--- config.mk ---
export PLATFORM = sky130hd
export DESIGN_NAME = a2d_scan_sched_flat
export DESIGN_NICKNAME = d
export VERILOG_FILES = /design/src/rtl/a2d_scan_sched_pkg.sv /design/src/rtl/a2d_scan_sched_if.sv /design/src/rtl/a2d_scan_sched_period_tmr.sv /design/src/rtl/a2d_scan_sched.sv /design/src/flat_wrapper.sv
export SDC_FILE = /design/constraint.sdc
export NUM_CORES = 1
export LEC_CHECK = 0
export BUFFER_PORTS_ARGS = -buffer_cell sky130_fd_sc_hd__buf_2
export CORE_MARGIN = 10
export CORE_UTILIZATION = 60
export DETAILED_ROUTE_END_ITERATION = 7
export PLACE_DENSITY_LB_ADDON = 0.25
export REMOVE_ABC_BUFFERS = 1
export SYNTH_ARGS = -nofsm -noshare
export SYNTH_HDL_FRONTEND = slang
export SYNTH_SLANG_ARGS = --single-unit
export TNS_END_PERCENT = 5
--- constraint.sdc ---
create_clock -name clk -period 5.12 [get_ports clk]
set_input_delay 0.512 -clock clk [delete_from_list [all_inputs] [get_ports clk]]
set_output_delay 0.512 -clock clk [all_outputs]
set_load 0.05 [all_outputs]
--- src/rtl/a2d_scan_sched_pkg.sv ---
// Shared types and constants for the A2D conversion scheduler.
// A2D_SCHED_AVG_EN (when defined) enables 4-sample averaging of scan slots.
package a2d_sched_pkg;
  localparam int NUM_CH    = 8;
  localparam int CH_W      = 3;
  localparam int RES_W     = 12;
  localparam int AVG_CNT   = 4;
  localparam int AVG_SHIFT = 2;
  localparam int ACC_W     = RES_W + AVG_SHIFT;

  typedef enum logic [2:0] {IDLE, PICK, CONV, WAIT, STORE} state_t;
  typedef enum logic {SCAN, REQ} mode_t;

  // MSB flags "found"; low bits give the index of the lowest set bit.
  function automatic logic [CH_W:0] lowest_set(input logic [NUM_CH-1:0] v);
    lowest_set = '0;
    for (int i = NUM_CH - 1; i >= 0; i--) begin
      if (v[i]) lowest_set = {1'b1, CH_W'(i)};
    end
  endfunction
endpackage

--- src/rtl/a2d_scan_sched_if.sv ---
// Handshake between the scheduler (master) and the SPI A2D interface (slave).
interface a2d_scan_sched_if;
  import a2d_sched_pkg::*;
  logic             strt_cnv;
  logic [CH_W-1:0]  chnnl;
  logic             cnv_cmplt;
  logic [RES_W-1:0] res;

  modport master (output strt_cnv, chnnl, input cnv_cmplt, res);
  modport slave  (input strt_cnv, chnnl, output cnv_cmplt, res);
endinterface

--- src/rtl/a2d_scan_sched_period_tmr.sv ---
// Scan-period timer: counts while enabled, pulses expire on count == period.
module a2d_period_tmr #(
  parameter int PER_W = 16
) (
  input  logic             clk,
  input  logic             rst_n,
  input  logic             scan_en,
  input  logic [PER_W-1:0] period,
  output logic             expire
);
  logic [PER_W-1:0] cnt_reg;

  assign expire = scan_en && (cnt_reg == period);

  always_ff @(posedge clk or negedge rst_n) begin
    if (!rst_n)                  cnt_reg <= '0;
    else if (!scan_en || expire) cnt_reg <= '0;
    else                         cnt_reg <= cnt_reg + 1'b1;
  end
endmodule

--- src/rtl/a2d_scan_sched.sv ---
// Conversion scheduler: periodic masked channel scans plus prioritised one-shot requests.
// A2D_SCHED_AVG_EN: each scan slot averages 4 conversions (truncated mean).
module a2d_scan_sched
  import a2d_sched_pkg::*;
#(
  parameter int PER_W = 16
) (
  input  logic               clk,
  input  logic               rst_n,
  input  logic               scan_en,
  input  logic [NUM_CH-1:0]  ch_mask,
  input  logic [PER_W-1:0]   period,
  input  logic               req,
  input  logic [CH_W-1:0]    req_ch,
  output logic               req_done,
  output logic [RES_W-1:0]   req_res,
  a2d_scan_sched_if.master   a2d,
  input  logic [CH_W-1:0]    rd_ch,
  output logic [RES_W-1:0]   rd_res,
  output logic               rd_vld,
  output logic               scan_done,
  output logic               ovr,
  output logic               busy
);
  state_t             state_reg, state_next;
  mode_t              mode_reg;
  logic [CH_W-1:0]    cur_ch_reg, req_ch_reg;
  logic               req_pend_reg, scan_pend_reg, scan_act_reg;
  logic [NUM_CH-1:0]  scan_mask_reg, valid_reg, elig;
  logic [CH_W:0]      ptr_reg, hit;
  logic               ovr_reg, scan_done_reg, req_done_reg;
  logic [RES_W-1:0]   req_res_reg, store_val;
  logic [RES_W-1:0]   result_mem [NUM_CH];
  logic               expire, take_scan, pick_req, pick_scan, end_scan, store_en, last_conv;

  a2d_period_tmr #(.PER_W(PER_W)) u_tmr (
    .clk(clk), .rst_n(rst_n), .scan_en(scan_en), .period(period), .expire(expire)
  );

  // A channel is eligible if masked in and not yet visited in this scan.
  for (genvar gi = 0; gi < NUM_CH; gi++) begin : g_elig
    assign elig[gi] = scan_mask_reg[gi] && (ptr_reg <= (CH_W+1)'(gi));
  end
  assign hit = lowest_set(elig);

`ifdef A2D_SCHED_AVG_EN
  logic [1:0]       avg_cnt_reg;
  logic [ACC_W-1:0] acc_reg;

  always_ff @(posedge clk or negedge rst_n) begin
    if (!rst_n) begin
      avg_cnt_reg <= '0;
      acc_reg     <= '0;
    end else if (state_reg == PICK) begin
      avg_cnt_reg <= '0;
      acc_reg     <= '0;
    end else if (state_reg == WAIT && a2d.cnv_cmplt && mode_reg == SCAN) begin
      avg_cnt_reg <= avg_cnt_reg + 2'd1;
      acc_reg     <= acc_reg + ACC_W'(a2d.res);
    end
  end

  assign last_conv = (mode_reg == REQ) || (avg_cnt_reg == 2'(AVG_CNT - 1));
  assign store_val = (mode_reg == SCAN) ? acc_reg[ACC_W-1:AVG_SHIFT] : a2d.res;
`else
  assign last_conv = 1'b1;
  assign store_val = a2d.res;
`endif

  always_comb begin
    state_next = state_reg;
    take_scan  = 1'b0;
    pick_req   = 1'b0;
    pick_scan  = 1'b0;
    end_scan   = 1'b0;
    store_en   = 1'b0;
    case (state_reg)
      IDLE: begin
        if (req_pend_reg) begin
          state_next = PICK;
        end else if (scan_pend_reg) begin
          take_scan  = 1'b1;
          state_next = PICK;
        end
      end
      PICK: begin
        if (req_pend_reg) begin
          pick_req   = 1'b1;
          state_next = CONV;
        end else if (scan_act_reg && hit[CH_W]) begin
          pick_scan  = 1'b1;
          state_next = CONV;
        end else begin
          end_scan   = scan_act_reg;
          state_next = IDLE;
        end
      end
      CONV:  state_next = WAIT;
      WAIT:  if (a2d.cnv_cmplt) state_next = last_conv ? STORE : CONV;
      STORE: begin
        store_en   = 1'b1;
        state_next = PICK;
      end
      default: state_next = IDLE;
    endcase
  end

  always_ff @(posedge clk or negedge rst_n) begin
    if (!rst_n) state_reg <= IDLE;
    else        state_reg <= state_next;
  end

  always_ff @(posedge clk or negedge rst_n) begin
    if (!rst_n) begin
      mode_reg      <= SCAN;
      cur_ch_reg    <= '0;
      req_ch_reg    <= '0;
      req_pend_reg  <= 1'b0;
      scan_pend_reg <= 1'b0;
      scan_act_reg  <= 1'b0;
      scan_mask_reg <= '0;
      ptr_reg       <= '0;
      ovr_reg       <= 1'b0;
      scan_done_reg <= 1'b0;
      req_done_reg  <= 1'b0;
      req_res_reg   <= '0;
      valid_reg     <= '0;
      for (int i = 0; i < NUM_CH; i++) result_mem[i] <= '0;
    end else begin
      scan_done_reg <= end_scan;
      req_done_reg  <= store_en && (mode_reg == REQ);

      // Only one request may be outstanding; extras are dropped.
      if (req && !req_pend_reg) begin
        req_pend_reg <= 1'b1;
        req_ch_reg   <= req_ch;
      end else if (store_en && mode_reg == REQ) begin
        req_pend_reg <= 1'b0;
      end

      if (!scan_en) begin
        scan_pend_reg <= 1'b0;
        ovr_reg       <= 1'b0;
      end else begin
        if (expire)         scan_pend_reg <= 1'b1;
        else if (take_scan) scan_pend_reg <= 1'b0;
        if (expire && (scan_pend_reg || scan_act_reg)) ovr_reg <= 1'b1;
      end

      if (take_scan) begin
        scan_mask_reg <= ch_mask;
        ptr_reg       <= '0;
        scan_act_reg  <= 1'b1;
      end else if (end_scan) begin
        scan_act_reg  <= 1'b0;
      end

      if (pick_req) begin
        cur_ch_reg <= req_ch_reg;
        mode_reg   <= REQ;
      end else if (pick_scan) begin
        cur_ch_reg <= hit[CH_W-1:0];
        mode_reg   <= SCAN;
      end

      if (store_en) begin
        result_mem[cur_ch_reg] <= store_val;
        valid_reg[cur_ch_reg]  <= 1'b1;
        if (mode_reg == REQ) req_res_reg <= a2d.res;
        else                 ptr_reg     <= (CH_W+1)'(cur_ch_reg) + 1'b1;
      end
    end
  end

  assign a2d.strt_cnv = (state_reg == CONV);
  assign a2d.chnnl    = cur_ch_reg;
  assign busy         = (state_reg != IDLE);
  assign rd_res       = result_mem[rd_ch];
  assign rd_vld       = valid_reg[rd_ch];
  assign scan_done    = scan_done_reg;
  assign req_done     = req_done_reg;
  assign req_res      = req_res_reg;
  assign ovr          = ovr_reg;
endmodule

--- src/flat_wrapper.sv ---
// flat-port wrapper written by rule: the top's interface ports become plain ports
module a2d_scan_sched_flat import a2d_sched_pkg::*;
#(
  parameter int PER_W = 16
)
  (clk, rst_n, scan_en, ch_mask, period, req, req_ch, req_done, req_res, rd_ch, rd_res, rd_vld, scan_done, ovr, busy, a2d_strt_cnv, a2d_chnnl, a2d_cnv_cmplt, a2d_res);
  a2d_scan_sched_if a2d_i ();
  input  logic clk;
  input  logic rst_n;
  input  logic scan_en;
  input  logic [NUM_CH-1:0] ch_mask;
  input  logic [PER_W-1:0] period;
  input  logic req;
  input  logic [CH_W-1:0] req_ch;
  output logic req_done;
  output logic [RES_W-1:0] req_res;
  input  logic [CH_W-1:0] rd_ch;
  output logic [RES_W-1:0] rd_res;
  output logic rd_vld;
  output logic scan_done;
  output logic ovr;
  output logic busy;
  output wire logic [$bits(a2d_i.strt_cnv)-1:0] a2d_strt_cnv;
  output wire logic [$bits(a2d_i.chnnl)-1:0] a2d_chnnl;
  input wire logic [$bits(a2d_i.cnv_cmplt)-1:0] a2d_cnv_cmplt;
  input wire logic [$bits(a2d_i.res)-1:0] a2d_res;
  assign a2d_strt_cnv = a2d_i.strt_cnv;
  assign a2d_chnnl = a2d_i.chnnl;
  assign a2d_i.cnv_cmplt = a2d_cnv_cmplt;
  assign a2d_i.res = a2d_res;
  a2d_scan_sched #(.PER_W(PER_W)) u_core (.clk(clk), .rst_n(rst_n), .scan_en(scan_en), .ch_mask(ch_mask), .period(period), .req(req), .req_ch(req_ch), .req_done(req_done), .req_res(req_res), .a2d(a2d_i), .rd_ch(rd_ch), .rd_res(rd_res), .rd_vld(rd_vld), .scan_done(scan_done), .ovr(ovr), .busy(busy));
endmodule
* Word level (Yosys, flattened, before mapping)
Cells that the tools add are included. W data, S select, Z words.
Storage, ports and cells: logic and storage cells 130, bits in registers 160, input bits 47, output and inout bits 33
Cells by class: reduce and logical (&&, ||, !) cells 26, mux-type cells 53, equal/unequal tests 9, bitwise gates (word level) 3, order comparisons 14, add/sub/neg operators 2
Operators with widths (count):
- $bwmux W96 | 1
- $mux W4 | 11
- $bmux W12 S3 | 1
- $demux W12 S3 | 1
- $mux W12 | 3
- $mux W1 | 25
- $mux W3 | 6
- $add A16 B1 Y16 const B | 1
- $eq A16 B16 Y1 | 1
- $le A4 B3 Y1 const B | 4
- $mux W16 | 1
- $logic_and A1 B1 Y1 | 15
- $pmux W3 S5 | 1
- $ge A4 B4 Y1 const B | 2
- $le A4 B1 Y1 const B | 2
- $le A4 B2 Y1 const B | 2
- $lt A3 B4 Y1 const B | 2
- $not A3 Y4 | 2
- $or A8 B8 Y8 | 1
- $eq A3 B2 Y1 const B | 2
- $ne A3 B1 Y1 const B | 2
- $reduce_bool A2 Y1 | 3
- $add A3 B1 Y4 const B | 1
- $lt A4 B1 Y1 const B | 1
- other kinds (13) | 16

* Logic depth before layout (Yosys ltp)
word-level depth 16, depth in mapped cells 7, gate-level depth less buffers 6

* Modules after synthesis
A second synthesis with hierarchy kept.
Second synthesis, totals: cells, all modules 530, area total of the unflattened synthesis 7513.5 µm²
By module, submodules not included:
- a2d_scan_sched | cells each 429, times used 1, area an instance 6518.8 µm²
- a2d_period_tmr | cells each 101, times used 1, area an instance 994.7 µm²

* Worst setup path before layout
No wires, ideal clock.
path type input-to-output, start in rd_ch[0], end out rd_res[10], data required time 4608 ps, path buffers 2, setup slack 2722 ps, arrival 1886 ps, stages on the path 4, cell sequence buf_4 > buf_2 > mux4_2 > mux2_2
Between the ends: cells in the longest elaborated chain, start to end 4
Ends and longest elaborated chain:
- start, declared | RTL line flat_wrapper.sv:17 | input logic [CH_W-1:0] rd_ch;
- $not A3 Y4 (not written as such) | RTL line a2d_scan_sched.sv:178 | assign rd_res = result_mem[rd_ch];
- $bmux W12 S3 | RTL line a2d_scan_sched.sv:178
- $mux W12 (not written as such) (2 in a row) | RTL line a2d_scan_sched.sv:178
- end, declared | RTL line flat_wrapper.sv:18 | output logic [RES_W-1:0] rd_res;
No other way between the ends. The select of a mux whose other input is x is not followed.

* Worst setup path in the final report
start in rd_ch[0], end out rd_res[4]
The elaborated chain is that of the path after synthesis.

==> impl_metrics.py <==
metrics = {
    "critical_path": {
        "crit_family": "buffers and inverters",
        "max_stage_delay_ns": 0.70,
        "path_max_fanout": 26,
        "critPathCaptureType": "primary output",
        "setup.worst_path.class": "input port to primary output",
        "reg2reg_depth": 5,
        "crit_arrival_ns": 2.33,
        "regToRegStartpoint": "u_core.state_reg[0]",
        "crit_cells": 4,
        "cp_common_cell": "buf_2",
        "start_kind": "input port",
        "cpMaxStageDelayCell": "buf_2",
        "crit_start": "rd_ch[0]",
        "crit_buf_inv": 2,
        "cp.required_ns": 4.61,
        "path_cells": "buf_2 -> mux4_2 -> mux2_2 -> buf_2",
    },
    "cts": {
        "cts.sinks": 160,
        "cts_root_buf": "clkbuf_16",
        "cts_hold_buf": 0,
        "path_clk_slew_ns": 0.06,
        "ctsResizeCount": 0,
        "cts_buffer_depth": 2,
        "clk_latency_ns": 0.42,
        "cts_setup_buffers": 0,
        "cts_tree": "built",
        "cts_buffers": 17,
        "htreeDepth": 4,
    },
    "layout": {
        "largest_register_ffs": 96,
        "postLayoutCoreUtil": 0.699,
        "instances_no_fill": 776,
        "fill_cells": 839,
        "final_area_sq_um": 8430,
        "layout_commonest_cell": "dfrtp_1",
        "area_growth_pct": 13.9,
        "final_nets": 647,
        "layout_common_cells": "dfrtp_1, mux2_2, buf_2",
        "antenna_cells": 0,
        "drive_above_1_share": 0.454,
    },
    "synthesis": {
        "syn_inst": 522,
        "synth_simple_gate_area_frac": 0.0730,
        "postSynthAreaPerCell_sq_um": 14.2,
        "synthArstFlopShare": 1.00,
        "ys_seq_elements": 160,
        "ys_seq_area_frac": 0.541,
        "ys_warn_count": 0,
        "synth-compound-area-share": 0.0353,
        "synthMuxAreaShare": 0.286,
        "ys_types": 52,
        "yosys.area.top_type": "dfrtp_1",
        "yosys-top-cells-area": "dfrtp_1, mux2_2, mux4_2",
        "yosys.area.top_type_share": 0.541,
        "synth_flop_cell": "dfrtp_1",
        "synth_edf_count": 0,
        "syn_area_sq_um": 7400,
        "synth_top_family_by_area": "multiplexers",
        "synthAdderAreaFrac": 0.00338,
        "synth_xor_area_frac": 0.0367,
    },
    "floorplan": {
        "floorplan.initialDensity": 0.613,
        "die_area_sq_um": 17200,
        "core_area_sq_um": 12100,
        "rows": 40,
        "fp.dieH_um": 131,
        "die_x_um": 131,
        "boundaryPins": 80,
    },
    "sta": {
        "timing.fmax_ghz": 0.352,
        "timing.final.ws_setup_ns": 2.28,
        "skew_ns": 0.00877,
        "fin_tns_setup_ns": 0,
        "slew_headroom": 0.324,
        "hold_viol": 0,
        "whs_ns": 0.212,
        "period_share": 0.555,
        "setup_viol": 0,
        "tightest_slew_ns": 1.01,
        "rsz0062_at_grt": "no",
        "final_max_slew_viol_count": 0,
        "min_period_ns": 2.84,
    },
    "power": {
        "cellPowerDensity_nw_per_um2": 532,
        "p_sw_frac": 0.325,
        "irDropWorstVdd_v": 0.000326,
        "seqPwrFrac": 0.431,
        "internal-power_mw": 3.02,
        "power.switching_mw": 1.46,
        "p_leak_nw": 3.84,
        "pwr-share-clk": 0.267,
        "power_frac_comb": 0.302,
        "total_power_mw": 4.48,
    },
    "detailed_routing": {
        "vias_per_cell": 5.75,
        "totalWireLength_mm": 15.1,
        "routedWlPerCell_um": 19.4,
        "drc": 0,
        "ant_nets": 0,
        "drt_iter0_drc": 309,
        "vias": 4463,
        "first_pass_iters": 5,
    },
    "placement": {
        "dpl.cell_count": 747,
        "port_buffers": 79,
        "dp_hpwl_mm": 9.69,
        "dp_slack_ns": 2.25,
        "placed_area_sq_um": 7880,
        "gp_congestion": 0.813,
    },
    "global_routing": {
        "grt_use_total": 0.187,
        "grt_pass1_vias": 4783,
        "grt_pass1_wl_mm": 24.5,
        "grt_max_degree": 117,
        "antenna_found_initial": 0,
        "overflow": 0,
    },
    "run_status": {
        "run_status": "finished clean",
    },
    "flow_run": {
        "maxCapViolCount": 0,
    },
    "worst_hold_path": {
        "hp-class": "input port to asynchronous set/reset pin",
    },
}
==> worst paths after layout <==
path                                            to  slack (ns)
setup / recovery                         rd_res[4]        2.28
hold / removal               u_core.result_mem[42]        0.21
setup reg to reg              u_core.result_mem[3]        2.83
hold reg to reg                u_core.valid_reg[6]        0.46
max in group asynchronous  u_core.scan_mask_reg[7]        3.71
min in group clk              u_core.req_ch_reg[2]        0.32
==> power by group through the flow <==
stage	clock [mW]	sequential, mW	combinational (mW)
after floorplan	0	2.08	0.877
after CTS	1.22	1.93	1.37
after detailed placement	0	1.95	1.37
after global routing	1.28	1.98	1.45
after global placement	0	1.93	1.32
final	1.20	1.93	1.35
==> kinds of logic (layout without fill, tap and decap cells) <==
logic type,count (synthesis),in the layout
fa+ha+maj,2,2
flops,160,160
simple gates,102,102
xor+xnor,31,31
compound gates,36,36
mux,158,158
buf+inv,33,119
==> cell usage after synthesis (7+ instances only) <==
library cell,instances
dfrtp_1,160
nand3_1,7
buf_2,12
xor2_1,26
mux2_2,121
mux4_2,26
nor2_1,31
nand2_1,19
nor2b_1,7
inv_1,9
nand2b_1,7
mux2_4,11
==> metal layers <==
layer,GRT usage,up-vias,part of all wire
li1,-,2049,-
met1,0.231,2283,0.43
met2,0.309,111,0.50
met3,0.0527,20,0.055
met4,0.0667,0,0.018
met5,0,-,0
==> layout make-up <==
class                   count  area [sq um]  share of cell area
clock buffers              22           464              0.0551
clock inverters             7          87.6              0.0104
inverters                   9          33.8             0.00401
multi-input cells         329          3210               0.381
flip-flops and latches    160          4000               0.475
well taps                 168           210              0.0249
repair buffers             81           417              0.0494
Power figures use the tool's default switching activity.
